[src/rtl/fir_coefficient_scheduler.sv]
// Coefficient bank store and reload sequencer for a streaming FIR filter.
// Optional build macro FIR_SCHED_STATS_EN adds a 16-bit completed-load counter.
module fir_coefficient_scheduler #(
    parameter int NUMBER_TAPS       = 16,
    parameter int COEFFICIENT_WIDTH = 16,
    parameter int DATA_WIDTH        = 16,
    parameter int NUMBER_BANKS      = 4,
    localparam int BB = $clog2(NUMBER_BANKS),
    localparam int TB = $clog2(NUMBER_TAPS)
) (
    input  logic                         clock,
    input  logic                         reset,
    input  logic                         cfg_wr_en,
    input  logic [BB-1:0]                cfg_wr_bank,
    input  logic [TB-1:0]                cfg_wr_index,
    input  logic [COEFFICIENT_WIDTH-1:0] cfg_wr_data,
    output logic                         cfg_wr_error,
    input  logic                         bank_req_valid,
    input  logic [BB-1:0]                bank_req,
    output logic                         bank_req_ready,
    output logic [BB-1:0]                active_bank,
    output logic                         coefficients_loaded,
    output logic                         busy,
    input  logic                         up_tvalid,
    output logic                         up_tready,
    input  logic [DATA_WIDTH-1:0]        up_tdata,
    input  logic                         up_tlast,
    output logic                         filt_tvalid,
    input  logic                         filt_tready,
    output logic [DATA_WIDTH-1:0]        filt_tdata,
    output logic                         filt_tlast,
    input  logic                         samples_remaining,
    output logic                         coeff_aresetn,
    output logic [COEFFICIENT_WIDTH-1:0] coeff_tdata,
    output logic                         coeff_tvalid,
    output logic                         coeff_tlast,
`ifdef FIR_SCHED_STATS_EN
    output logic [15:0]                  reload_count,
`endif
    input  logic                         coeff_tready
);

    typedef enum logic [2:0] {
        S_IDLE  = 3'd0,
        S_DRAIN = 3'd1,
        S_CLEAR = 3'd2,
        S_PRIME = 3'd3,
        S_LOAD  = 3'd4
    } state_t;

    localparam logic [TB-1:0] LAST_TAP = TB'(NUMBER_TAPS - 1);

    logic [COEFFICIENT_WIDTH-1:0] r_mem [NUMBER_BANKS][NUMBER_TAPS];

    state_t                       r_state;
    logic [BB-1:0]                r_bank;
    logic [BB-1:0]                r_active_bank;
    logic                         r_loaded;
    logic                         r_in_frame;
    logic                         r_coeff_tvalid;
    logic                         r_coeff_tlast;
    logic [COEFFICIENT_WIDTH-1:0] r_coeff_tdata;
    logic                         r_coeff_aresetn;
    logic                         r_wr_error;
    logic [TB-1:0]                r_idx;

    logic          w_busy;
    logic          w_pass;
    logic          w_up_accept;
    logic          w_req_hs;
    logic          w_wr_reject;
    logic          w_coeff_hs;
    logic          w_load_done;
    logic [TB-1:0] w_idx_next;

    assign w_busy      = (r_state != S_IDLE);
    assign w_pass      = (r_state == S_IDLE) && r_loaded;
    assign w_up_accept = up_tvalid && up_tready;
    assign w_req_hs    = bank_req_valid && bank_req_ready;
    // The bank latched for a reload is locked against writes until the load finishes.
    assign w_wr_reject = cfg_wr_en && w_busy && (cfg_wr_bank == r_bank);
    assign w_coeff_hs  = (r_state == S_LOAD) && r_coeff_tvalid && coeff_tready;
    assign w_load_done = w_coeff_hs && r_coeff_tlast;
    assign w_idx_next  = r_idx + TB'(1'b1);

    // Stream gate: samples only reach the filter once a full bank is loaded and idle.
    always_comb begin
        filt_tvalid = 1'b0;
        up_tready   = 1'b0;
        if (w_pass) begin
            filt_tvalid = up_tvalid;
            up_tready   = filt_tready;
        end else begin
            filt_tvalid = 1'b0;
            up_tready   = 1'b0;
        end
    end

    assign filt_tdata          = up_tdata;
    assign filt_tlast          = up_tlast;
    assign bank_req_ready      = (r_state == S_IDLE) && !r_in_frame;
    assign busy                = w_busy;
    assign active_bank         = r_active_bank;
    assign coefficients_loaded = r_loaded;
    assign coeff_aresetn       = r_coeff_aresetn;
    assign coeff_tdata         = r_coeff_tdata;
    assign coeff_tvalid        = r_coeff_tvalid;
    assign coeff_tlast         = r_coeff_tlast;
    assign cfg_wr_error        = r_wr_error;

    // Coefficient storage write port; contents survive reset.
    always_ff @(posedge clock) begin
        if (cfg_wr_en && !w_wr_reject) begin
            r_mem[cfg_wr_bank][cfg_wr_index] <= cfg_wr_data;
        end
    end

    // Reload sequencer, frame tracker and registered interface outputs.
    always_ff @(posedge clock) begin
        if (reset) begin
            r_state         <= S_IDLE;
            r_bank          <= {BB{1'b0}};
            r_active_bank   <= {BB{1'b0}};
            r_loaded        <= 1'b0;
            r_in_frame      <= 1'b0;
            r_coeff_tvalid  <= 1'b0;
            r_coeff_tlast   <= 1'b0;
            r_coeff_tdata   <= {COEFFICIENT_WIDTH{1'b0}};
            r_coeff_aresetn <= 1'b1;
            r_wr_error      <= 1'b0;
            r_idx           <= {TB{1'b0}};
        end else begin
            r_wr_error <= w_wr_reject;
            if (w_up_accept) begin
                r_in_frame <= !up_tlast;
            end
            case (r_state)
                S_IDLE: begin
                    if (w_req_hs) begin
                        r_bank  <= bank_req;
                        r_state <= S_DRAIN;
                    end
                end
                S_DRAIN: begin
                    if (!samples_remaining) begin
                        r_coeff_aresetn <= 1'b0;
                        r_state         <= S_CLEAR;
                    end
                end
                S_CLEAR: begin
                    r_coeff_aresetn <= 1'b1;
                    r_state         <= S_PRIME;
                end
                S_PRIME: begin
                    r_idx          <= {TB{1'b0}};
                    r_coeff_tdata  <= r_mem[r_bank][{TB{1'b0}}];
                    r_coeff_tvalid <= 1'b1;
                    r_coeff_tlast  <= (LAST_TAP == {TB{1'b0}});
                    r_state        <= S_LOAD;
                end
                S_LOAD: begin
                    if (w_load_done) begin
                        r_coeff_tvalid <= 1'b0;
                        r_coeff_tlast  <= 1'b0;
                        r_active_bank  <= r_bank;
                        r_loaded       <= 1'b1;
                        r_state        <= S_IDLE;
                    end else if (w_coeff_hs) begin
                        r_idx         <= w_idx_next;
                        r_coeff_tdata <= r_mem[r_bank][w_idx_next];
                        r_coeff_tlast <= (w_idx_next == LAST_TAP);
                    end
                end
                default: begin
                    r_state <= S_IDLE;
                end
            endcase
        end
    end

`ifdef FIR_SCHED_STATS_EN
    logic [15:0] r_reload_count;

    // Completed-load counter; wraps naturally at 16 bits.
    always_ff @(posedge clock) begin
        if (reset) begin
            r_reload_count <= 16'd0;
        end else if (w_load_done) begin
            r_reload_count <= r_reload_count + 16'd1;
        end
    end

    assign reload_count = r_reload_count;
`else
    // No load statistics in this build.
`endif

endmodule

[config.mk]
export PLATFORM = sky130hd
export DESIGN_NAME = fir_coefficient_scheduler
export DESIGN_NICKNAME = d
export VERILOG_FILES = /design/src/rtl/fir_coefficient_scheduler.sv
export SDC_FILE = /design/constraint.sdc
export NUM_CORES = 1
export LEC_CHECK = 0
export CAP_MARGIN = 5
export CORE_UTILIZATION = 45
export CTS_BUF_LIST = sky130_fd_sc_hd__clkbuf_8
export DETAILED_ROUTE_END_ITERATION = 8
export SLEW_MARGIN = 40
export SYNTH_ARGS = -nofsm -noshare
export SYNTH_HDL_FRONTEND = slang
export SYNTH_SLANG_ARGS = --single-unit
[constraint.sdc]
create_clock -name clock -period 5.7 [get_ports clock]
set_input_delay 1.71 -clock clock [delete_from_list [all_inputs] [get_ports clock]]
set_output_delay 1.71 -clock clock [all_outputs]
set_load 0.02 [all_outputs]
# Yosys cells after proc, flatten, opt, wreduce, memory -nomap -nowiden
# Memories as Yosys holds them, arrays and structs flattened. A register that Yosys moved wholly into a read port is not among the register bits.
# Index checks and enable logic that the tools add are counted.
# word_totals
out_inout_bits,44
mem_bits_rw,1024
word_cells,83
reg_bits,33
latch_bits,0
n_memories,1
romBits,0
inputBits,49
# memory_table
memory,words,word_bits,rd,rd_ports_with_merged_regs,write_ports,line,text
r_mem,4,256,1,1,1,53,logic [COEFFICIENT_WIDTH-1:0] r_mem [NUMBER_BANKS][NUMBER_TAPS];
# classes
n_addsub,1
mux,28
n_div,0
n_lt_le_gt_ge,3
multipliers,0
n_reduce_logical,25
n_bitwise,2
n_eq_ne,12
shift,0
# ops
cell,n
256-bit two-way mux,1
16-bit two-way mux,5
16-bit binary-select mux with 4-bit select,1
16-bit demux with 4-bit select,1
16-bit case mux with 2 select lines,1
3-bit case mux with 5 select lines,1
1-bit logical AND,11
5-bit >= comparator (second input constant),2
2-bit inequality test (second input constant),5
4-bit inverter with 5-bit output,2
2-bit AND reduction,5
3-bit two-way mux,3
4-bit two-way mux,2
4-bit case mux with 2 select lines,1
1-bit two-way mux,7
3-bit by 2-bit equality test with 1-bit output (second input constant),2
1-bit case mux with 2 select lines,3
3-bit AND reduction,2
5-bit by 1-bit < comparator with 1-bit output (second input constant),1
4-bit by 1-bit adder with 4-bit output (second input constant),1
4-bit equality test (second input constant),1
2-bit two-way mux,2
2-bit nonzero test,2
3-bit by 1-bit equality test with 1-bit output (second input constant),1
6 further kinds,8

# Longest topological paths before layout
# Gate-level depths: netlist (run 1).
# depth
ltp_word,8
depth_mapped,10
depth_no_buf,8

# Worst setup path before layout (run 1)
# OpenSTA, ideal clock, no wires.
# synth_timing
path_type,in2out
startpoint,in up_tvalid
endpoint,out filt_tvalid
stages,1
slack_ps,2001
arrival_ps,1989
n_path_buf,0
required_time_ps,3990
path_cell_list,and3_1
# synth_between
elab_chain_len,1
# synth_lines
element,line,text
from (decl),24,"input logic up_tvalid,"
1-bit two-way mux,90,if (w_pass) begin
to (decl),28,"output logic filt_tvalid,"
# Every way passes these cells.

# Final worst setup path (run 1)
# Ends and elaborated chain as after synthesis.

==> run metrics, run 1 <==
Syn Nets=1971; number of synthesized flops with an enable pin=1024; Num CTS Buffers=165; final hold vios=0; worst-margin pin slew=0.8687 ns; Final setup viols=0; overall power=15.37 mW; pre-CTS setup slack=1.032 ns; max cap viols=0; mux cell area share after synthesis=0.1479; R2R Path Start=r_idx[0]; part of the power in registers=0.560; critical-path maximum fanout=3; die footprint=0.09235 mm2; Via density=5.909; flop2flop setup slack=1.77 ns; critical path arrival=2.96 ns; pin count of the biggest net entering global routing=77; RSZ-0062 raised after global routing=false; GRT Resource Usage Total=0.2248; Post-Synth XOR/XNOR Area=0.0004271; # resized after CTS=0; Logic pwr share=0.061; DR WL/cell=29.74 um; Finished Cell Area=0.04633 mm2; area leader, netlist=edfxtp_1; top cell type's share of synthesized area=0.7498; post-synthesis compound-gate area fraction=0.04064; r2r endpoint=coeff_tdata[9]; Synth area leaders=edfxtp_1, mux4_2, dfxtp_1; CTS tree=done; final clock skew=0.03832 ns; row count=110; largest family of logic cells by synthesized area=multiplexers; CP startpoint kind=input port; Seq/Total Area, Yosys=0.7669; final period utilization=0.8190; fin cells=3454; status=finished, final reports clean; Starting Density=0.4549; setup_tns=0 ns; hold_buf cts=0; Synth Instances=1920; Clock Pin Slew Worst Setup and Hold Paths=0.06 ns; first-pass GRT wire length=147.3 mm; unique cell type count in the Yosys netlist=52; nets=2194; DR iter-0 viols=2452; Worst Path Required=3.99 ns; cells on worst reg2reg path=9; antenna violations before repair=4; share of cells above drive strength 1=0.2689; Async SR Flop Fraction=0; Layout area overhead=12.97%; total number of vias=20410; Max Freq=214.2 MHz; Synth Area in Adders=0.0006102; simple-gate share of the synthesized area=0.02325; Sink Count=1059; synth warn=0; DRT Pass-1 Iters=6; Cell Area, Placed=0.04324 mm2; gr ovfl total=0; DRT Wirelength=102.7 mm; WS Path Type=in2out; setup bufs post-CTS=0; Critical Path Source=up_tvalid; Synth Flop Type=edfxtp_1; post-synthesis register bit count=1059; total core area=0.09015 mm2; clk_lat worst skew=0.83 ns; CTS Buffer Depth=3; HPWL reported at the end of detailed placement=63.47 mm; Final Slew Violations=0; cell count after placement=3149; class of the worst hold path=reg2reg; critical path endpoint=filt_tvalid; clock root cell=clkbuf_8; Synth Area per Inst=21.36 um2; ANT nets after route=0; Die Wd=303.9 um; relative slew slack=0.4195; switch share=0.2284; H-tree depth=4; final setup margin=1.032 ns; mapped cell area=0.04101 mm2; switching power=3.512 mW; via count of the first global-routing pass=20960; die height=303.9 um; minimum clock period=4.668 ns; Setup crit end kind=primary output; Residual DRC=0; Max IR drop VDD=0.1724 mV; PwrDens=331.9 mW/mm2; port bufs=60; I/O pin total=93; gpl congestion=0.8933; Clock Power Share=0.380; leakage=14.62 nW; Pint=11.86 mW
## sequential cells by signal, indices dropped and copies added (netlist names), named ones only
signal,flops
r_bank,2
active_bank,2
r_idx,4
r_in_frame,1
r_state,3
coeff_tdata,16
r_mem,1024
coeff_tlast,1
cfg_wr_error,1
coeff_aresetn,1
coeff_tvalid,1
coefficients_loaded,1
## stage by stage
stage	utilization	hold slack, ns
after floorplan	-	0.4752
after global placement	0.4791	0.4618
after detailed placement	0.4797	0.4690
after CTS	0.5130	0.4785
after global routing	0.5139	0.5074
final	0.5139	0.4765
## per-layer routing
layer | routed length (um) | up-vias | GRT usage
li1 | - | 8546 | -
met1 | 43200 | 10780 | 0.3156
met2 | 47800 | 906 | 0.3422
met3 | 8473 | 177 | 0.05564
met4 | 3254 | 2 | 0.08382
met5 | 13 | - | 0
## how the worst min path moves through the flow
| stage | from | slack (ns) | cells after the start | to |
|---|---|---|---|---|
| floorplan | r_bank[0] | 0.48 | 2 | register |
| global placement | coefficients_loaded | 0.46 | 2 | coefficients_loaded |
| detailed placement | coefficients_loaded | 0.47 | 2 | coefficients_loaded |
| CTS | coefficients_loaded | 0.48 | 2 | coefficients_loaded |
| global route | coefficients_loaded | 0.51 | 2 | coefficients_loaded |
| finish | coefficients_loaded | 0.48 | 2 | coefficients_loaded |
## synth_stat cells (2+ instances only)
cell / instances
buf_1: 6
clkbuf_1: 29
a22oi_1: 79
buf_6: 11
o21ai_0: 19
nand2b_1: 3
dfxtp_1: 35
xnor2_1: 2
a221oi_2: 7
nand3_1: 11
a221oi_1: 6
mux4_1: 6
ha_1: 2
nand3b_1: 2
nor2b_1: 13
o22ai_1: 12
buf_2: 32
buf_4: 47
nor3_1: 17
nor2_1: 81
nand4_1: 2
a211oi_1: 24
a21oi_1: 43
mux2i_1: 30
inv_1: 8
edfxtp_1: 1024
a311oi_1: 2
and2_1: 3
a32o_1: 8
clkbuf_2: 2
or3_1: 15
o22a_1: 11
and3_1: 3
mux4_2: 249
or2_2: 3
nand2_1: 50
a211o_1: 8
## worst max-delay path: stages
cell,delay [ns]
clkdlybuf4s50_1,0.45
and3_1,0.19
clkdlybuf4s50_1,0.61
## cells in the final DEF, fill, tap and decap left out, types with 3 or more instances in the layout
cell             Yosys  layout
a211o_1              8       8
a211oi_1            24      24
a21oi_1             43      43
a221oi_1             6       6
a221oi_2             7       7
a22oi_1             79      79
a32o_1               8       8
and3_1               3       3
buf_12               1       7
buf_2               32      11
buf_4               47     120
bufinv_16            0       3
clkbuf_8             0     170
clkdlybuf4s50_1      0      43
clkinv_1             1      42
clkinv_2             0      12
dfxtp_1             35      33
edfxtp_1          1024    1024
inv_1                8      69
inv_6                0       7
mux2i_1             30      30
mux4_1               6       6
mux4_2             249     249
nand2_1             50      50
nand3_1             11      11
nor2_1              81      79
nor2b_1             13      12
nor3_1              17      17
o21ai_0             19      19
o22a_1              11      11
o22ai_1             12      12
or2_2                3       3
or3_1               15      15
## power groups by stage
| stage | Sequential (mW) | Clock (mW) | Combinational [mW] |
|---|---|---|---|
| 2_1_floorplan | 8.75 | 0 | 0.565 |
| 3_3_place_gp | 8.78 | 0 | 0.903 |
| 3_5_place_dp | 8.78 | 0 | 0.926 |
| 4_1_cts | 8.61 | 5.96 | 0.928 |
| 5_1_grt | 8.60 | 6.30 | 0.984 |
| 6_report | 8.61 | 5.84 | 0.932 |
## final cells by class
cell class,instances,area [um2]
well taps,1176,1471
multi-input cells,724,8792
clock buffers,170,2340
clock inverters,130,665.6
diodes,2,5.005
inverters,9,33.78
repair buffers,184,1564
fillers,7086,43820
flip-flops and latches,1059,31460
## cell families after synthesis
family                     Yosys count
DFF                               1059
muxes                              285
AOI/OAI and AO/OA                  228
and+or+nand+nor                    207
buffers and inverters              137
xor gates and xnor gates             2
adders and majority gates            2
(Power assumes the default switching activity.)
==> inputs of run 2 (changes only) <==
==> constraint.sdc (replaced) <==
create_clock -name clock -period 4.3 [get_ports clock]
set_input_delay 1.29 -clock clock [delete_from_list [all_inputs] [get_ports clock]]
set_output_delay 1.29 -clock clock [all_outputs]
set_load 0.02 [all_outputs]
==> run 2 against run 1 <==
Net effect: sequential share of layout area fell by 1.3 points; combinational power rose by 37%; critical path depth rose by 1; critical path type is now reg2out; critical endpoint is now bank_req_ready.
==> run metrics, run 2 (synthesis gave the netlist of run 1 again) <==
status=finished, final reports clean (unchanged); minimum clock period=4.014 ns; Hold WS=0.4884 ns (was 0.4765 ns); ANT nets after route=0 (unchanged); Num CTS Buffers=165 (unchanged); DR WL/cell=29.73 um (was 29.74 um); max cap viols=0 (unchanged); critical path arrival=2.72 ns (was 2.96 ns); Max IR drop VDD=0.2622 mV (was 0.1724 mV); CP startpoint kind=register (was input port); max reg flops=1024 (unchanged); Sink Count=1059 (unchanged); gr ovfl total=0 (unchanged); setup_tns=0 ns (unchanged); setup bufs post-CTS=0 (unchanged); relative slew slack=0.4125 (was 0.4195); DRT Wirelength=103.5 mm (was 102.7 mm); I/O pin total=93 (unchanged); HPWL reported at the end of detailed placement=64.18 mm (was 63.47 mm); Worst path max stage delay=0.67 ns (was 0.61 ns); leakage=14.94 nW (was 14.62 nW); CTS tree=done (unchanged); PwrDens=442.5 mW/mm2 (was 331.9 mW/mm2); Final Slew Violations=0 (unchanged); Final setup viols=0 (unchanged); pin count of the biggest net entering global routing=65 (was 77); row count=110 (unchanged); DRT Pass-1 Iters=5 (was 6); largest reg by FF count=r_mem (unchanged); final hold vios=0 (unchanged); CP max-delay cell=clkdlybuf4s50_1 (unchanged); total number of vias=20690 (was 20410); clk_lat worst skew=0.83 ns (about the same); port bufs=60 (unchanged); commonest non-fill, non-tap cells in the layout=edfxtp_1, mux4_2, clkbuf_8 (unchanged); Fill cells=6971 (was 7086); first-pass GRT wire length=148.6 mm (was 147.3 mm); commonest non-fill, non-tap cell in the layout=edfxtp_1 (unchanged); DR iter-0 viols=2296 (was 2452); H-tree depth=4 (unchanged); Layout area overhead=15.21% (was 12.97%); antenna violations before repair=4 (unchanged); total core area=0.09015 mm2 (unchanged); Finished Cell Area=0.04725 mm2 (was 0.04633 mm2); post-layout util=0.5241 (was 0.5139); hold_buf cts=0 (unchanged); # resized after CTS=0 (unchanged); Residual DRC=0 (unchanged); delay-heaviest family, CP=buffers and inverters (unchanged); clock root cell=clkbuf_8 (unchanged); CTS Buffer Depth=3 (unchanged); RSZ-0062 raised after global routing=false (unchanged); critical-path maximum fanout=10 (was 3); die footprint=0.09235 mm2 (unchanged); die height=303.9 um (unchanged); nets=2222 (was 2194); final clock skew=0.03108 ns (was 0.03832 ns); WS Path Type=reg2out (was in2out); Die Wd=303.9 um (unchanged); Clock Pin Slew Worst Setup and Hold Paths=0.06 ns (about the same); Cell Chain, Critical Path=nor3_1, inv_1, nor2_1, clkdlybuf4s50_1 (was clkdlybuf4s50_1, and3_1, clkdlybuf4s50_1); Setup crit end kind=primary output (unchanged); share of cells above drive strength 1=0.2837 (was 0.2689); worst-margin pin slew=0.8813 ns (was 0.8687 ns); Starting Density=0.4549 (unchanged); Max Freq=249.1 MHz; class of the worst hold path=reg2reg (unchanged); gpl congestion=0.9072 (was 0.8933); crit path buf inv count=2 (unchanged); Cell Area, Placed=0.04394 mm2 (was 0.04324 mm2); final period utilization=0.9336; Worst Path Required=3.01 ns (was 3.99 ns); via count of the first global-routing pass=20860 (was 20960); GRT Resource Usage Total=0.2268 (was 0.2248); Via density=5.941 (was 5.909)
[run 2: report_power, final]
part / total, mW / switching [mW] / internal, mW
logic: 1.28 / 0.755 / 0.520
clock network: 8.22 / 3.96 / 4.26
registers: 11.4 / 0.0511 / 11.4
total: 20.9 / 4.77 / 16.1
[run 2: cell type report]
type	count	area (um2)	share of cell area
diodes	1	2.502	0.00005296
clock buffers	169	2326	0.04923
clock inverters	132	888.4	0.01880
inverters	9	33.78	0.0007150
multi-input cells	724	8785	0.1859
flip-flops and latches	1059	31460	0.6658
well taps	1176	1471	0.03114
repair buffers	212	2285	0.04835
[run 2: stage by stage]
stage / cells / total power [mW] / setup WS, ns
after floorplan: 1920 / 12.35 / 1.142
after global placement: 3177 / 12.89 / 0.4430
after detailed placement: 3177 / 12.91 / 0.4738
after CTS: 3478 / 21.10 / 0.2283
after global routing: 3482 / 21.58 / 0.1303
final: 3482 / 20.91 / 0.2855
[run 2: path summary, 6_finish.rpt]
check	cells past startpoint	slack (ns)	to	from
worst min-delay path	2	0.49	coefficients_loaded	coefficients_loaded
worst max-delay path	4	0.29	bank_req_ready	r_state[1]
worst min register to register	2	0.49	coefficients_loaded	coefficients_loaded
worst max register to register	8	0.78	coeff_tdata[6]	r_idx[0]
[run 2: worst min-delay path: stages (launching register included)]
cell and delay [ns]:
dfxtp_1 0.33, inv_1 0.06, a21oi_1 0.05
[run 2: routing by layer]
layer | wire length [um] | share of wire | up-vias | GRT usage
li1 | - | - | 8619 | -
met1 | 44710 | 0.43 | 10990 | 0.3302
met2 | 48250 | 0.47 | 921 | 0.3415
met3 | 7723 | 0.075 | 156 | 0.04875
met4 | 2690 | 0.026 | 2 | 0.07756
met5 | 146 | 0.0014 | - | 0
==> RTL edit 1 (flow settings as in run 2) <==
Re-encode `state_t` (5 states) as Gray code, 3 bits wide.
--- a/src/rtl/fir_coefficient_scheduler.sv
+++ b/src/rtl/fir_coefficient_scheduler.sv
@@ -41,11 +41,11 @@
 );
 
     typedef enum logic [2:0] {
-        S_IDLE  = 3'd0,
-        S_DRAIN = 3'd1,
-        S_CLEAR = 3'd2,
-        S_PRIME = 3'd3,
-        S_LOAD  = 3'd4
+        S_IDLE  = 3'b000,
+        S_DRAIN = 3'b001,
+        S_CLEAR = 3'b011,
+        S_PRIME = 3'b010,
+        S_LOAD  = 3'b110
     } state_t;
 
     localparam logic [TB-1:0] LAST_TAP = TB'(NUMBER_TAPS - 1);
Formal check against the unedited RTL: same outputs for any inputs over 4 cycles, from zero or initial values and one cycle with reset high; so few cycles prove little.
==> RTL edit 1 against run 2 <==
Highest routed layer unchanged. Wire length grew 1.4%. Count of clock-buffer cells in the layout grew 8. Worst setup slack gained 0.15 ns. Clock power is essentially flat. Synthesized cell count shrank 1.3%. Critical path type unchanged. Hold slack gained 0.016 ns. Largest cell class unchanged. Final area shrank 0.55%. Total power grew 1.1%. Sequential share of layout area grew 0.37 points. Synthesized area is essentially flat. First-iteration DRC count shrank 2.1%. Clock skew grew 0.0042 ns. Fmax grew 3.8%. Sequential cell count is the same.
==> RTL edit 1: results (changes against run 2) <==
Max VDD drop -> 0.304 mV (was 0.262 mV)
Gpl congestion -> 0.899 (was 0.907)
Worst-margin pin slew -> 0.876 ns (was 0.881 ns)
Worst-path clk slew -> 0.06 ns (about the same)
Post-synthesis cell type count -> 51 (was 52)
Switching Share -> 23.0% (was 22.8%)
Mapped Cells -> 1895 (was 1920)
Vias/cell -> 5.88 (was 5.94)
Resize count post-CTS -> 0 (unchanged)
I/O Buffers -> 60 (unchanged)
Area contributors post-synth -> edfxtp_1 (75%), mux4_2 (15%), dfxtp_1 (1.7%) (was edfxtp_1 (75%), mux4_2 (14%), dfxtp_1 (1.7%))
CP Max Fanout -> 7 (was 10)
TritonCTS Buffers -> 172 (was 165)
Final nets -> 2209 (was 2222)
Pre-CTS setup slack -> 0.456 ns (was 0.474 ns)
Vias in the first global route -> 20800 (was 20900)
Max reg flops -> 1024 (unchanged)
Post-DP HPWL -> 66200 µm (was 64200 µm)
Clk_skew -> 0.0353 ns (was 0.0311 ns)
# fillers -> 7062 (was 6971)
Placed cell area -> 43700 µm² (was 43900 µm²)
Logic pwr share -> 6.9% (was 6.1%)
FFs w/ async S/R, synth -> 0% (unchanged)
DRT iter0 DRCs -> 2248 (was 2296)
Initial antenna violation count -> 4 (unchanged)
Top reg by flops -> r_mem (unchanged)
Drt pass-1 iters -> 5 (unchanged)
GRT Util Overall -> 22.9% (was 22.7%)
Final Hold Viols -> 0 (unchanged)
Largest net degree at the start of global routing -> 65 (unchanged)
Layout cell share with drive strength beyond 1 -> 29.2% (was 28.4%)
Worst-Skew Late Latency -> 0.82 ns
Number of synthesized flops with an enable pin -> 1024 (unchanged)
Clock buffer depth -> 3 (unchanged)
Most frequent cells after synthesis -> edfxtp_1 (1024), mux4_2 (279), nand2_1 (106), nor2_1 (95), mux2i_1 (56) (was edfxtp_1 (1024), mux4_2 (249), nor2_1 (81), a22oi_1 (79), nand2_1 (50))
P_leak -> 15.0 nW (was 14.9 nW)
Status -> completed (unchanged)
Top_reg_cell synth -> edfxtp_1 (unchanged)
Part of the power in the clock network -> 38.9% (was 39.3%)
Ys Warns -> 0 (unchanged)
H-tree depth -> 4 (unchanged)
Post-Place Cells -> 3160 (was 3177)
P per Cell Area -> 450 nW/µm² (was 442 nW/µm²)
Slowest CP cell -> clkdlybuf4s50_1 (unchanged)
Post-synthesis sequential area ratio -> 76.7% (about the same)
WL final -> 105000 µm (was 104000 µm)
CP top delay family -> buffers and inverters (unchanged)
Final cell count without fillers -> 3474 (was 3482)
CTS root buffer -> clkbuf_8 (unchanged)
Cell internal pwr -> 0.0163 W (was 0.0161 W)
Post CTS Setup Buffer Count -> 0 (unchanged)
First-pass GRT wire length -> 148000 µm (was 149000 µm)
Crit path largest cell delay -> 0.62 ns (was 0.67 ns)
Tightest Hold Check Type -> register to register (unchanged)
-- RTL edit 1: kinds of logic (layout without fill, tap and decap cells) --
| logic type | after synthesis | after routing | share of synthesized area [%] |
|---|---|---|---|
| compound gates | 112 | 112 | 1.87 |
| fa+ha+maj | 2 | 2 | 0.0610 |
| simple gates | 257 | 257 | 2.64 |
| flops | 1059 | 1059 | 76.7 |
| xor+xnor | 6 | 6 | 0.192 |
| buf+inv | 121 | 523 | 1.78 |
| mux | 338 | 338 | 16.8 |
| other cells | 0 | 1 | 0 |
-- RTL edit 1: per-layer routing --
layer / up-vias / routed length (µm) / track usage [%]
met4: 2 / 3160 / 8.38
met3: 186 / 8950 / 5.61
met1: 10800 / 43800 / 32.0
met2: 960 / 49000 / 35.0
li1: 8456 / - / -
met5: - / 17 / 0
-- RTL edit 1: path summary, 6_finish.rpt --
path,from,endpoint,slack (ns),cells after the start
worst min register to register,active_bank[1]$_SDFFE_PP0P_,active_bank[1]$_SDFFE_PP0P_,0.50,2
worst max register to register,register,coeff_tdata[7]$_SDFFE_PP0P_,1.22,5
worst max-delay path,r_state[1]$_SDFFE_PP0P_,bank_req_ready,0.43,5
worst min-delay path,active_bank[1]$_SDFFE_PP0P_,active_bank[1]$_SDFFE_PP0P_,0.50,2
-- RTL edit 1: final cells by class --
class | instances | area share, %
well taps | 1176 | 3.13
repair buffers | 204 | 4.07
flip-flops and latches | 1059 | 66.9
diodes | 1 | 0.00533
clock buffers | 177 | 5.18
clock inverters | 136 | 1.74
inverters | 6 | 0.0479
multi-input cells | 715 | 18.9
-- RTL edit 1: worst min-delay path, delay by kind of cell, from the launching register on --
kind | cells | cell delay [ns]
DFF | 1 | 0.33
muxes | 1 | 0.07
and+or+nand+nor | 1 | 0.07
==> RTL edit 2 (settings of run 2) <==
Without the edit above. Add a define of `FIR_SCHED_STATS_EN`.
--- a/src/rtl/fir_coefficient_scheduler.sv
+++ b/src/rtl/fir_coefficient_scheduler.sv
@@ -1,5 +1,7 @@
 // Coefficient bank store and reload sequencer for a streaming FIR filter.
 // Optional build macro FIR_SCHED_STATS_EN adds a 16-bit completed-load counter.
+`define FIR_SCHED_STATS_EN
+
 module fir_coefficient_scheduler #(
     parameter int NUMBER_TAPS       = 16,
     parameter int COEFFICIENT_WIDTH = 16,
Function (old outputs only; new: reload_count): same outputs for any inputs over 4 cycles, from zero or initial values and one cycle with reset high; that may be too few to reach the edited logic, so the function may still have changed.
==> RTL edit 2 against run 2 <==
Synthesized area up 2.4%. Wire length up 3.2%. Final area up 2.6%. Final cell count up 7.4%. Synthesized cell count up 7.8%. Highest routed layer unchanged. Clock skew up 0.0031 ns. Total power up 1.1%. Sequential cell count up 16. Utilization up 0.22 points. Worst setup slack better by 0.16 ns.
==> RTL edit 2: results (changes against run 2) <==
DRT iter0 DRCs -> 2489 (was 2296)
GR Util met1 -> 33.6% (was 33.0%)
WL met3 -> 8460 µm (was 7720 µm)
GRT Util Overall -> 23.1% (was 22.7%)
Final nets -> 2411 (was 2222)
M1 WL -> 46000 µm (was 44700 µm)
WL per Instance -> 28.6 µm (was 29.7 µm)
Drt pass-1 iters -> 7 (was 5)
TritonCTS Buffers -> 172 (was 165)
Clk_skew -> 0.0342 ns (was 0.0311 ns)
Post CTS Setup Buffer Count -> 0 (unchanged)
I/O Buffers -> 76 (was 60)
CTS root buffer -> clkbuf_8 (unchanged)
Layout cell share with drive strength beyond 1 -> 26.9% (was 28.4%)
Cell internal pwr -> 0.0164 W (was 0.0161 W)
Vias in the first global route -> 21700 (was 20900)
CP top delay family -> buffers and inverters (unchanged)
Vias/cell -> 5.77 (was 5.94)
Gpl congestion -> 0.850 (was 0.907)
WL met2 -> 49500 µm (was 48200 µm)
Status -> completed (unchanged)
Clock buffer depth -> 3 (unchanged)
P_leak -> 15.7 nW (was 14.9 nW)
Max VDD drop -> 0.220 mV (was 0.262 mV)
Slowest CP cell -> clkdlybuf4s50_1 (unchanged)
Tightest Hold Check Type -> register to register (unchanged)
Number of synthesized flops with an enable pin -> 1024 (unchanged)
Area contributors post-synth -> edfxtp_1 (73%), mux4_2 (13%), dfxtp_1 (2.4%) (was edfxtp_1 (75%), mux4_2 (14%), dfxtp_1 (1.7%))
Post-DP HPWL -> 67500 µm (was 64200 µm)
GR met2 Demand/Resource -> 34.9% (was 34.1%)
Crit path largest cell delay -> 0.61 ns (was 0.67 ns)
Top reg by flops -> r_mem (unchanged)
Post-synthesis sequential area ratio -> 75.7% (was 76.7%)
Most frequent cells after synthesis -> edfxtp_1 (1024), mux4_2 (242), nor2_1 (140), mux2i_1 (82), a21oi_1 (58) (was edfxtp_1 (1024), mux4_2 (249), nor2_1 (81), a22oi_1 (79), nand2_1 (50))
FFs w/ async S/R, synth -> 0% (unchanged)
Met3 global-route usage -> 4.99% (was 4.87%)
Arr. time, crit path -> 2.57 ns (was 2.72 ns)
Largest net degree at the start of global routing -> 71 (was 65)
H-tree depth -> 4 (unchanged)
Highest metal used -> met5 (unchanged)
Rel. slew slack -> 39.1% (was 41.2%)
Resize count post-CTS -> 0 (unchanged)
First-pass GRT wire length -> 154000 µm (was 149000 µm)
Max reg flops -> 1024 (unchanged)
Min-Delay Path Depth -> 2 (unchanged)
Post-synthesis cell type count -> 52 (unchanged)
Synthesized net count -> 2122 (was 1971)
RTL edit 2: cell types whose count changed after synthesis, moves of 19 or more:
cell      delta
a211oi_1    +24
a221oi_1    +25
a22oi_1     -77
mux2i_1     +52
nand2_1     -22
nor2_1      +59
nor2b_1     +35
o22ai_1     +19
RTL edit 2: kinds of logic (layout without fill, tap and decap cells):
| group | Yosys count | in the layout | share of synthesized area (%) |
|---|---|---|---|
| AO/OA/AOI/OAI | 205 | 205 | 3.33 |
| XOR/XNOR | 16 | 16 | 0.334 |
| adder cells (fa/ha/maj) | 3 | 3 | 0.0894 |
| buffers and inverters | 145 | 570 | 2.14 |
| flip-flops | 1075 | 1075 | 75.7 |
| multiplexers | 327 | 327 | 15.0 |
| other | 0 | 2 | 0 |
| AND/OR/NAND/NOR | 299 | 299 | 3.44 |
RTL edit 2: final cells by class:
class / instances / area (µm²)
timing repair buffer: 253 / 2490
multi-input combinational: 850 / 9380
sequential: 1075 / 31800
antenna: 2 / 5.00
fill: 7212 / 43600
inverter: 7 / 26.3
tap: 1243 / 1560
clock inverter: 125 / 681
clock buffer: 185 / 2550
RTL edit 2: power groups by stage:
stage | clock network (W) | registers, W | logic [W]
after CTS | 0.00839 | 0.0116 | 0.00138
after detailed placement | 0 | 0.0118 | 0.00138
after global placement | 0 | 0.0118 | 0.00136
final | 0.00822 | 0.0116 | 0.00137
after floorplan | 0 | 0.0118 | 0.000827
after global routing | 0.00884 | 0.0116 | 0.00145
RTL edit 2: final timing paths:
kind | start | slack [ns] | end
max reg2reg | r_idx[0]$_SDFFE_PP0P_ | 0.84 | coeff_tdata[8]$_SDFFE_PP0P_
min | active_bank[1]$_SDFFE_PP0P_ | 0.47 | active_bank[1]$_SDFFE_PP0P_
min reg2reg | active_bank[1]$_SDFFE_PP0P_ | 0.47 | active_bank[1]$_SDFFE_PP0P_
max | r_state[2]$_SDFFE_PP0P_ | 0.44 | bank_req_ready
RTL edit 2: stage by stage:
stage / setup slack [ns] / power (W) / cells / hold slack, ns / cell area (µm²)
after floorplan: 1.14 / 0.0126 / 2070 / 0.457 / 42000
after global placement: 0.456 / 0.0131 / 3425 / 0.451 / 45100
after detailed placement: 0.471 / 0.0132 / 3427 / 0.455 / 45200
after CTS: 0.350 / 0.0213 / 3737 / 0.467 / 48400
after global routing: 0.183 / 0.0218 / 3739 / 0.510 / 48500
final: 0.442 / 0.0211 / 3740 / 0.470 / 48500
RTL edit 2: worst register-to-register path, cell delays in order, from the launching register on:
cell	delay [ns]
dfxtp_2	0.38
inv_1	0.29
ha_4	0.91
buf_4	0.48
mux4_2	0.38
nor2b_1	0.28
a221oi_1	0.12
a221oi_1	0.33
a311oi_1	0.14
